### src/rtl/fsm_pkg.sv
// Shared types and constants for the word serializer and the 11011 detector benches.
package fsm_pkg;

   // Serializer control states: waiting for a word, or shifting one out.
   typedef enum logic [0:0] {
      S_IDLE  = 1'b0,
      S_SHIFT = 1'b1
   } ser_state_t;

   // Default number of bits per parallel word.
   localparam int DEFAULT_WIDTH = 8;

   // Sequence the downstream Moore/Mealy detectors look for.
   localparam logic [4:0] PATTERN_11011 = 5'b11011;

   // Bit selected onto the serial line from a shift register image.
   function automatic logic pick_bit(input logic msb_bit, input logic lsb_bit, input bit msb_first);
      logic b;
      if (msb_first) begin
         b = msb_bit;
      end else begin
         b = lsb_bit;
      end
      return b;
   endfunction

endpackage

### src/rtl/word_hold_buf.sv
// One-entry word buffer with a full flag. A load fills it, a take empties it.
// The serializer only loads when empty and only takes when full, so both never coincide.
module word_hold_buf
   import fsm_pkg::*;
#(
   parameter int WIDTH = DEFAULT_WIDTH
) (
   input  logic             clk,
   input  logic             rst,
   input  logic             load,
   input  logic             take,
   input  logic [WIDTH-1:0] din,
   output logic [WIDTH-1:0] dout,
   output logic             full
);

   logic [WIDTH-1:0] data_q, data_d;
   logic             full_q, full_d;

   // Next buffer contents: capture on load, release on take, otherwise keep.
   always_comb begin
      data_d = data_q;
      full_d = full_q;
      if (load) begin
         data_d = din;
         full_d = 1'b1;
      end else if (take) begin
         full_d = 1'b0;
      end else begin
         full_d = full_q;
      end
   end

   // Buffer registers with synchronous active-low reset.
   always_ff @(posedge clk) begin
      if (!rst) begin
         data_q <= '0;
         full_q <= 1'b0;
      end else begin
         data_q <= data_d;
         full_q <= full_d;
      end
   end

   assign dout = data_q;
   assign full = full_q;

endmodule

### src/rtl/word_serializer.sv
// Parallel-to-serial front end feeding the 11011 detectors one bit per clock.
// A one-word hold buffer lets the next word start on the edge that ends the
// current one, so the serial stream has no gap between back-to-back words.
module word_serializer
   import fsm_pkg::*;
#(
   parameter int   WIDTH     = DEFAULT_WIDTH,
   parameter int   MSB_FIRST = 1,
   parameter logic IDLE_BIT  = 1'b0,
   parameter int   CNT_W     = 16
) (
   input  logic             clk,
   input  logic             rst,
   input  logic [WIDTH-1:0] data_in,
   input  logic             data_valid,
   output logic             data_ready,
   output logic             ser_out,
   output logic             ser_valid,
   output logic             frame_done,
   output logic [CNT_W-1:0] words_sent
);

   localparam int             CW       = (WIDTH > 2) ? $clog2(WIDTH) : 1;
   localparam logic [CW-1:0]  LAST_CNT = CW'(WIDTH - 1);

   ser_state_t       state_q, state_d;
   logic [WIDTH-1:0] sreg_q, sreg_d;
   logic [CW-1:0]    cnt_q, cnt_d;
   logic [CNT_W-1:0] words_q, words_d;

   logic             hold_full_s;
   logic [WIDTH-1:0] hold_data_s;
   logic             hold_load_s;
   logic             hold_take_s;
   logic             accept_s;
   logic             last_s;

   word_hold_buf #(
      .WIDTH (WIDTH)
   ) u_hold (
      .clk  (clk),
      .rst  (rst),
      .load (hold_load_s),
      .take (hold_take_s),
      .din  (data_in),
      .dout (hold_data_s),
      .full (hold_full_s)
   );

   // Handshake and last-bit decode; ready comes only from the registered hold flag.
   always_comb begin
      accept_s = data_valid & ~hold_full_s;
      last_s   = (state_q == S_SHIFT) && (cnt_q == LAST_CNT);
   end

   // Next-state logic: load, shift, hand over from hold or new word, count words.
   always_comb begin
      state_d     = state_q;
      sreg_d      = sreg_q;
      cnt_d       = cnt_q;
      words_d     = words_q;
      hold_load_s = 1'b0;
      hold_take_s = 1'b0;
      case (state_q)
         S_IDLE: begin
            if (accept_s) begin
               sreg_d  = data_in;
               cnt_d   = '0;
               state_d = S_SHIFT;
            end else begin
               state_d = S_IDLE;
            end
         end
         S_SHIFT: begin
            if (last_s) begin
               words_d = words_q + CNT_W'(1);
               cnt_d   = '0;
               if (hold_full_s) begin
                  sreg_d      = hold_data_s;
                  hold_take_s = 1'b1;
               end else if (accept_s) begin
                  sreg_d = data_in;
               end else begin
                  state_d = S_IDLE;
               end
            end else begin
               cnt_d       = cnt_q + CW'(1);
               hold_load_s = accept_s;
               if (MSB_FIRST != 0) begin
                  sreg_d = {sreg_q[WIDTH-2:0], 1'b0};
               end else begin
                  sreg_d = {1'b0, sreg_q[WIDTH-1:1]};
               end
            end
         end
         default: begin
            state_d = S_IDLE;
         end
      endcase
   end

   // State, shift register, bit counter and word counter with synchronous reset.
   always_ff @(posedge clk) begin
      if (!rst) begin
         state_q <= S_IDLE;
         sreg_q  <= '0;
         cnt_q   <= '0;
         words_q <= '0;
      end else begin
         state_q <= state_d;
         sreg_q  <= sreg_d;
         cnt_q   <= cnt_d;
         words_q <= words_d;
      end
   end

   // Outputs derived only from registers, so no input reaches them combinationally.
   always_comb begin
      data_ready = ~hold_full_s;
      ser_valid  = (state_q == S_SHIFT);
      frame_done = last_s;
      words_sent = words_q;
      if (state_q == S_SHIFT) begin
         ser_out = pick_bit(sreg_q[WIDTH-1], sreg_q[0], (MSB_FIRST != 0));
      end else begin
         ser_out = IDLE_BIT;
      end
   end

endmodule

### config.mk
export PLATFORM = sky130hd
export DESIGN_NAME = word_serializer
export DESIGN_NICKNAME = d
export VERILOG_FILES = /design/src/rtl/fsm_pkg.sv /design/src/rtl/word_hold_buf.sv /design/src/rtl/word_serializer.sv
export SDC_FILE = /design/constraint.sdc
export NUM_CORES = 1
export LEC_CHECK = 0
export ABC_CLOCK_PERIOD_IN_PS = 5600
export CAP_MARGIN = 20
export CORE_MARGIN = 1.5
export CORE_UTILIZATION = 55
export DETAILED_ROUTE_END_ITERATION = 8
export GPL_TIMING_DRIVEN = 0
export PLACE_DENSITY = 0.83
export SLEW_MARGIN = 20
export SYNTH_ARGS = -nofsm -noshare
export SYNTH_HDL_FRONTEND = slang
export SYNTH_SLANG_ARGS = --single-unit
export TNS_END_PERCENT = 5
### constraint.sdc
create_clock -name clk -period 5.6 [get_ports clk]
set_clock_uncertainty 0.05 [all_clocks]
set_input_delay 0.56 -clock clk [delete_from_list [all_inputs] [get_ports clk]]
set_output_delay 0.56 -clock clk [all_outputs]
set_load 0.005 [all_outputs]
# Yosys cells after proc, flatten, opt, wreduce, memory -nomap -nowiden
# Cells that the tools add are included.
[word_totals]
regBits = 37
output_inout_bits = 20
wordCells = 35
[op_classes]
n_addsub = 2
n_eq_ne = 2
muxes = 19
n_bitwise = 3
n_reduce_logical = 3
[op_table]
columns = ["op", "n"]
rows = [
  ["2-to-1 mux 8 bit", 3],
  ["adder 16 x 1 -> 16 bit (second input constant)", 1],
  ["one-hot mux 8 bit (2 select lines)", 1],
  ["2-to-1 mux 1 bit", 11],
  ["2-to-1 mux 3 bit", 2],
  ["one-hot mux 3 bit (2 select lines)", 1],
  ["adder 3 x 1 -> 3 bit (second input constant)", 1],
  ["equality test 3 bit (second input constant)", 1],
  ["inequality test 2 bit (second input constant)", 1],
  ["inverter 1 bit", 2],
  ["one-hot mux 1 bit (2 select lines)", 1],
  ["AND reduction 2 bit", 1],
  ["nonzero test 2 bit", 1],
  ["bitwise AND 1 bit", 1],
  ["logical AND 1 bit", 1],
]

# Depth between registers and ports, before layout
[logic_depth]
depth_word = 6
mapped_depth = 8

# Cells and area by module
# A second synthesis with hierarchy kept.
[unflattened]
cells_unflattened = 191
hier_area_um2 = 1813.0
[by_module_without_submodules]
columns = ["mod", "instances", "cells_per_inst", "area_per_inst_um2", "seq_area_each_um2"]
rows = [
  ["word_serializer", 1, 163, 1477.7, 560.5],
  ["word_hold_buf", 1, 28, 335.3, 180.2],
]

# Worst setup path after synthesis
# No wires, ideal clock.
[synth_timing]
path_type = "register to register"
from = "register cnt_q[0]"
to = "register words_q[15] (netlist: words_sent[15])"
arrival_time_ns = 1.754
required_ns = 5.480
path_slack_ns = 3.726
stages_incl_launch_ff = 9
period_less_slack_ns = 1.874
cell_sequence = "dfxtp_1 > ha_1 > ha_1 > buf_4 > nand3_2 > or2_1 > buf_6 > or4_1 > a21oi_1"
[synth_between]
elab_chain_len = 3
[synth_lines]
columns = ["element", "line_no", "text"]
rows = [
  ["start: declaration", "word_serializer.sv:28", "logic [CW-1:0] cnt_q, cnt_d;"],
  ["start signal: assignment", "word_serializer.sv:112", "cnt_q <= cnt_d;"],
  ["equality test 3 bit", "word_serializer.sv:53", "last_s = (state_q == S_SHIFT) && (cnt_q == LAST_CNT);"],
  ["logical AND 1 bit", "word_serializer.sv:53", ""],
  ["AND reduction 2 bit (no source line)", "n/a", ""],
  ["end signal: assignment", "word_serializer.sv:113", "words_q <= words_d;"],
  ["end: declaration", "word_serializer.sv:29", "logic [CNT_W-1:0] words_q, words_d;"],
]
# Every way passes these cells.
# A chain may end at the register's enable or synchronous reset.

# Worst setup path after layout
[layout_timing]
from = "register cnt_q[0]"
to = "output frame_done"
[layout_between]
elab_chain_len = 2
[layout_lines]
columns = ["element", "line_no", "text"]
rows = [
  ["equality test 3 bit", "word_serializer.sv:53", ""],
  ["logical AND 1 bit", "word_serializer.sv:53", ""],
  ["end: declaration", "word_serializer.sv:19", "output logic frame_done,"],
]
# Every way passes these cells.

==> metrics.md <==
| Metric | Value |
|---|---|
| Status | complete, no violations |
| Most frequently used cell type in the post-synthesis netlist | nand2_1 |
| Number of violations reported at the end of detailed-routing iteration 0 | 72 |
| Largest net degree at the start of global routing | 12 |
| Critical path class | reg2out |
| CP Max Fanout | 9 |
| Cells along the critical path | ha_1 > ha_1 > buf_4 > nand2_1 > inv_1 > clkdlybuf4s50_1 |
| Clock Power Share | 29.1% |
| TritonCTS Sinks | 37 |
| Rel. slew slack | 53.1% |
| Critical Path Source Type | flip-flop |
| Final HPWL DP | 2420 um |
| Final instance area | 2080 um^2 |
| Number of fill cells | 239 |
| H-Tree Level Count | 2 |
| Count of endpoints failing setup in the final report | 0 |
| Class of the tightest hold or removal check | reg2reg |
| Max Freq | 390 MHz |
| Post-DR wirelength/cell | 12.4 um |
| Total instance count after detailed placement | 269 |
| Switching portion of total power | 25.4% |
| Antenna fix cells | 0 |
| Number of core rows | 19 |
| Later-pin clock latency in the skew report | 0.34 ns |
| Fin. Hold Viols | 0 |
| Height of the chip | 58.4 um |
| Crit Reg-Reg Endpoint | words_sent[15] |
| GPL Wtd Cong | 0.799 |
| Beginning of the worst hold path | u_hold.dout[7] |
| Residual antenna-violating net count after detailed routing | 0 |
| Post-CTS Setup Inserts | 0 |
| Number of gates given a new drive strength after cts | 0 |
| Top flip-flop cell by instance count after synthesis | dfxtp_1 |
| Via count normalized by instance count | 5.43 |
| Pre-antenna DRT Iters | 4 |
| Kind of cell adding the most delay to the critical path | buffers and inverters |
| Global-route wire length before repair | 5720 um |
| Portion of the post-synthesis area used by sequential elements | 43.9% |
| Initial core utilization | 59.7% |
| Power share of the combinational group | 11.0% |
| Count of pins on the block boundary | 31 |
| Most used standard cells in the synthesized netlist | 39 x nand2_1, 37 x dfxtp_1, 23 x a21oi_1, 14 x nor2_1 |
| Worst IR drop on VDD | 0.000179 V |
| Max Root-Sink Buffers | 2 |
| Period utilization | 45.8% |
| Root cell of the clock tree | clkbuf_4 |
| Hold Path Depth | 2 |
| Floorplan Core Area | 2830 um^2 |
| Crit path max-delay cell type | clkdlybuf4s50_1 |
| Final max-slew violation count | 0 |
| Clock tree from TritonCTS | done |
| Number of global-route vias before repair | 1292 |
| Post-CTS Hold Fix Bufs | 0 |
| Synthesized area per cell | 8.12 um^2 |
| Count of warnings emitted by yosys | 0 |
| Required time of the critical path | 4.99 ns |
| Area of the die | 3410 um^2 |
| Share of async-settable or async-resettable flops after synthesis | 0% |
| Synthesized instance count | 208 |
| Post-synth EDFFs | 0 |
| Port bufs | 30 |
| Number of antenna violations at the first check in global routing | 0 |
| Non-filler instance count after layout | 277 |
| Wirelength, routed | 3430 um |
| Final critical path time including I/O delays and setup | 2.56 ns |
| Internal power contribution | 343 uW |
| Area post-placement | 2030 um^2 |
| Total track usage | 22.0% |
| DRC violation count after routing | 0 |
| Reg-to-reg slack, setup | 3.58 ns |
| Share of cells above drive strength 1 | 8.54% |
| Die Wd | 58.4 um |
| Overall via count from detail_route | 1503 |
| Net count reported at finish | 259 |
| Delay contributed by the slowest stage of the critical path | 0.53 ns |
| Setup TNS Final | 0 ns |
| Number of unique standard cell types used by synthesis | 35 |
| Summed instance area of the synthesized netlist | 1690 um^2 |
| Net switching power figure | 117 uW |
| Data arrival time of the critical path | 1.95 ns |
| Number of cells on the worst reg-to-reg path | 8 |
| Max Cap Viol | 0 |
| Signed area change from the synthesized netlist to the final layout | 23.1% |
| Sequential cell fraction of total power | 59.9% |
| Leading area contributor after synthesis | dfxtp_1 |
| Grt ovf | 0 |
| WP buf/inv | 3 |
| Worst r2r src | cnt_q[0] |
| Most repeated library cell on the critical path | ha_1 |
| Cts bufs inserted | 5 |
| Post-CTS clock slew at the launch and capture registers of the worst setup and hold paths | 0.11 ns |
| Crit. path cell count | 6 |
| Post-Route Hold Slack | 0.416 ns |
| Register bit count reported by yosys | 37 |
| Unrepaired setup endpoints after global routing | no |
| Post-synthesis net count | 222 |
| Hold Path End | u_hold.dout[7] |
| Largest cells by area after synthesis | dfxtp_1 44%, nand2_1 8.7%, a21oi_1 6.8% |
| Static Leakage | 0.000748 uW |
| Power density normalized to cell area | 221 nW/um^2 |
| Worst setup EP type | output port |
| Actual slew at the worst max-slew pin | 0.699 ns |
| Area share of the largest cell type after synthesis | 43.9% |
## per-layer routing
| layer | global-route usage [%] | wire length (um) | vias up |
|---|---|---|---|
| met5 | 0 | 0 | - |
| met4 | 11.6 | 60 | 0 |
| met3 | 4.62 | 153 | 7 |
| met2 | 29.5 | 1420 | 34 |
| met1 | 32.5 | 1790 | 681 |
| li1 | - | - | 781 |
## worst register-to-register path: cells and delay by family, from the launching register on
| family | cells | cell delay, ns |
|---|---|---|
| AO/OA/AOI/OAI | 1 | 0.14 |
| buffers and inverters | 2 | 0.28 |
| AND/OR/NAND/NOR | 3 | 0.81 |
| adder cells (fa/ha/maj) | 2 | 0.30 |
| flip-flops | 1 | 0.37 |
## registers in the layout, indices dropped and copies added (netlist names)
name         flops
cnt_q            3
ser_valid        1
sreg_q           8
u_hold.dout      8
u_hold.full      1
words_sent      16
## placed cells by master, fill, tap and decap left out, types with 2 or more instances in the layout
cell type / count
a21oi_1: 23
a221oi_1: 2
and4_1: 3
buf_2: 2
buf_4: 3
clkbuf_1: 7
clkbuf_4: 5
clkdlybuf4s50_1: 30
clkinv_2: 2
dfxtp_1: 37
ha_1: 3
inv_1: 9
mux2_2: 6
mux2i_1: 2
nand2_1: 39
nand2b_1: 2
nand3_1: 11
nand4_1: 4
nor2_1: 14
o21ai_0: 11
or3_1: 6
xnor2_1: 3
xor2_1: 7
## worst max path at each step
| stage | startpoint | endpoint | slack, ns |
|---|---|---|---|
| after floorplan | cnt_q[0] | words_sent[15] | 3.73 |
| after global placement | data_valid | u_hold.dout[1] | 3.29 |
| after detailed placement | data_valid | u_hold.dout[1] | 3.31 |
| after CTS | cnt_q[0] | frame_done | 3.01 |
| after global routing | cnt_q[0] | frame_done | 2.90 |
| final | cnt_q[0] | frame_done | 3.04 |
## cells by family (layout without fill, tap and decap cells)
group           after synthesis  in the layout  synth area share [%]
simple gates                 88             88                  24.7
compound gates               40             40                  12.7
flops                        37             37                  43.9
buf+inv                      22             60                  6.15
xor+xnor                     10             10                  5.19
mux                           8              8                  5.18
fa+ha+maj                     3              3                  2.22
## power by group through the flow
| stage | combinational (uW) | sequential (uW) | clock, uW |
|---|---|---|---|
| 5_1_grt | 56.3 | 277 | 148 |
| 6_report | 50.8 | 276 | 134 |
| 3_3_place_gp | 50.1 | 281 | 0 |
| 2_1_floorplan | 32.1 | 281 | 0 |
| 3_5_place_dp | 50.6 | 282 | 0 |
| 4_1_cts | 50.6 | 276 | 141 |
## stage by stage
step	worst slack, ns	total power [uW]	utilization (%)
after floorplan	3.73	313	-
after CTS	3.01	467	73.5
after global placement	3.29	332	71.7
final	3.04	460	73.5
after global routing	2.90	481	73.5
after detailed placement	3.31	332	71.7
## layout make-up
type                            count  area [um^2]  area share, %
Multi-Input combinational cell    149          845           40.6
Sequential cell                    37          741           35.6
Timing Repair Buffer               30          300           14.4
Buffer                             12         66.3           3.19
Clock buffer                        6         41.3           1.99
Tap cell                           31         38.8           1.87
Inverter                           10         37.5           1.81
Clock inverter                      2         10.0          0.481
No activity file was read; power rests on OpenSTA's default activity.
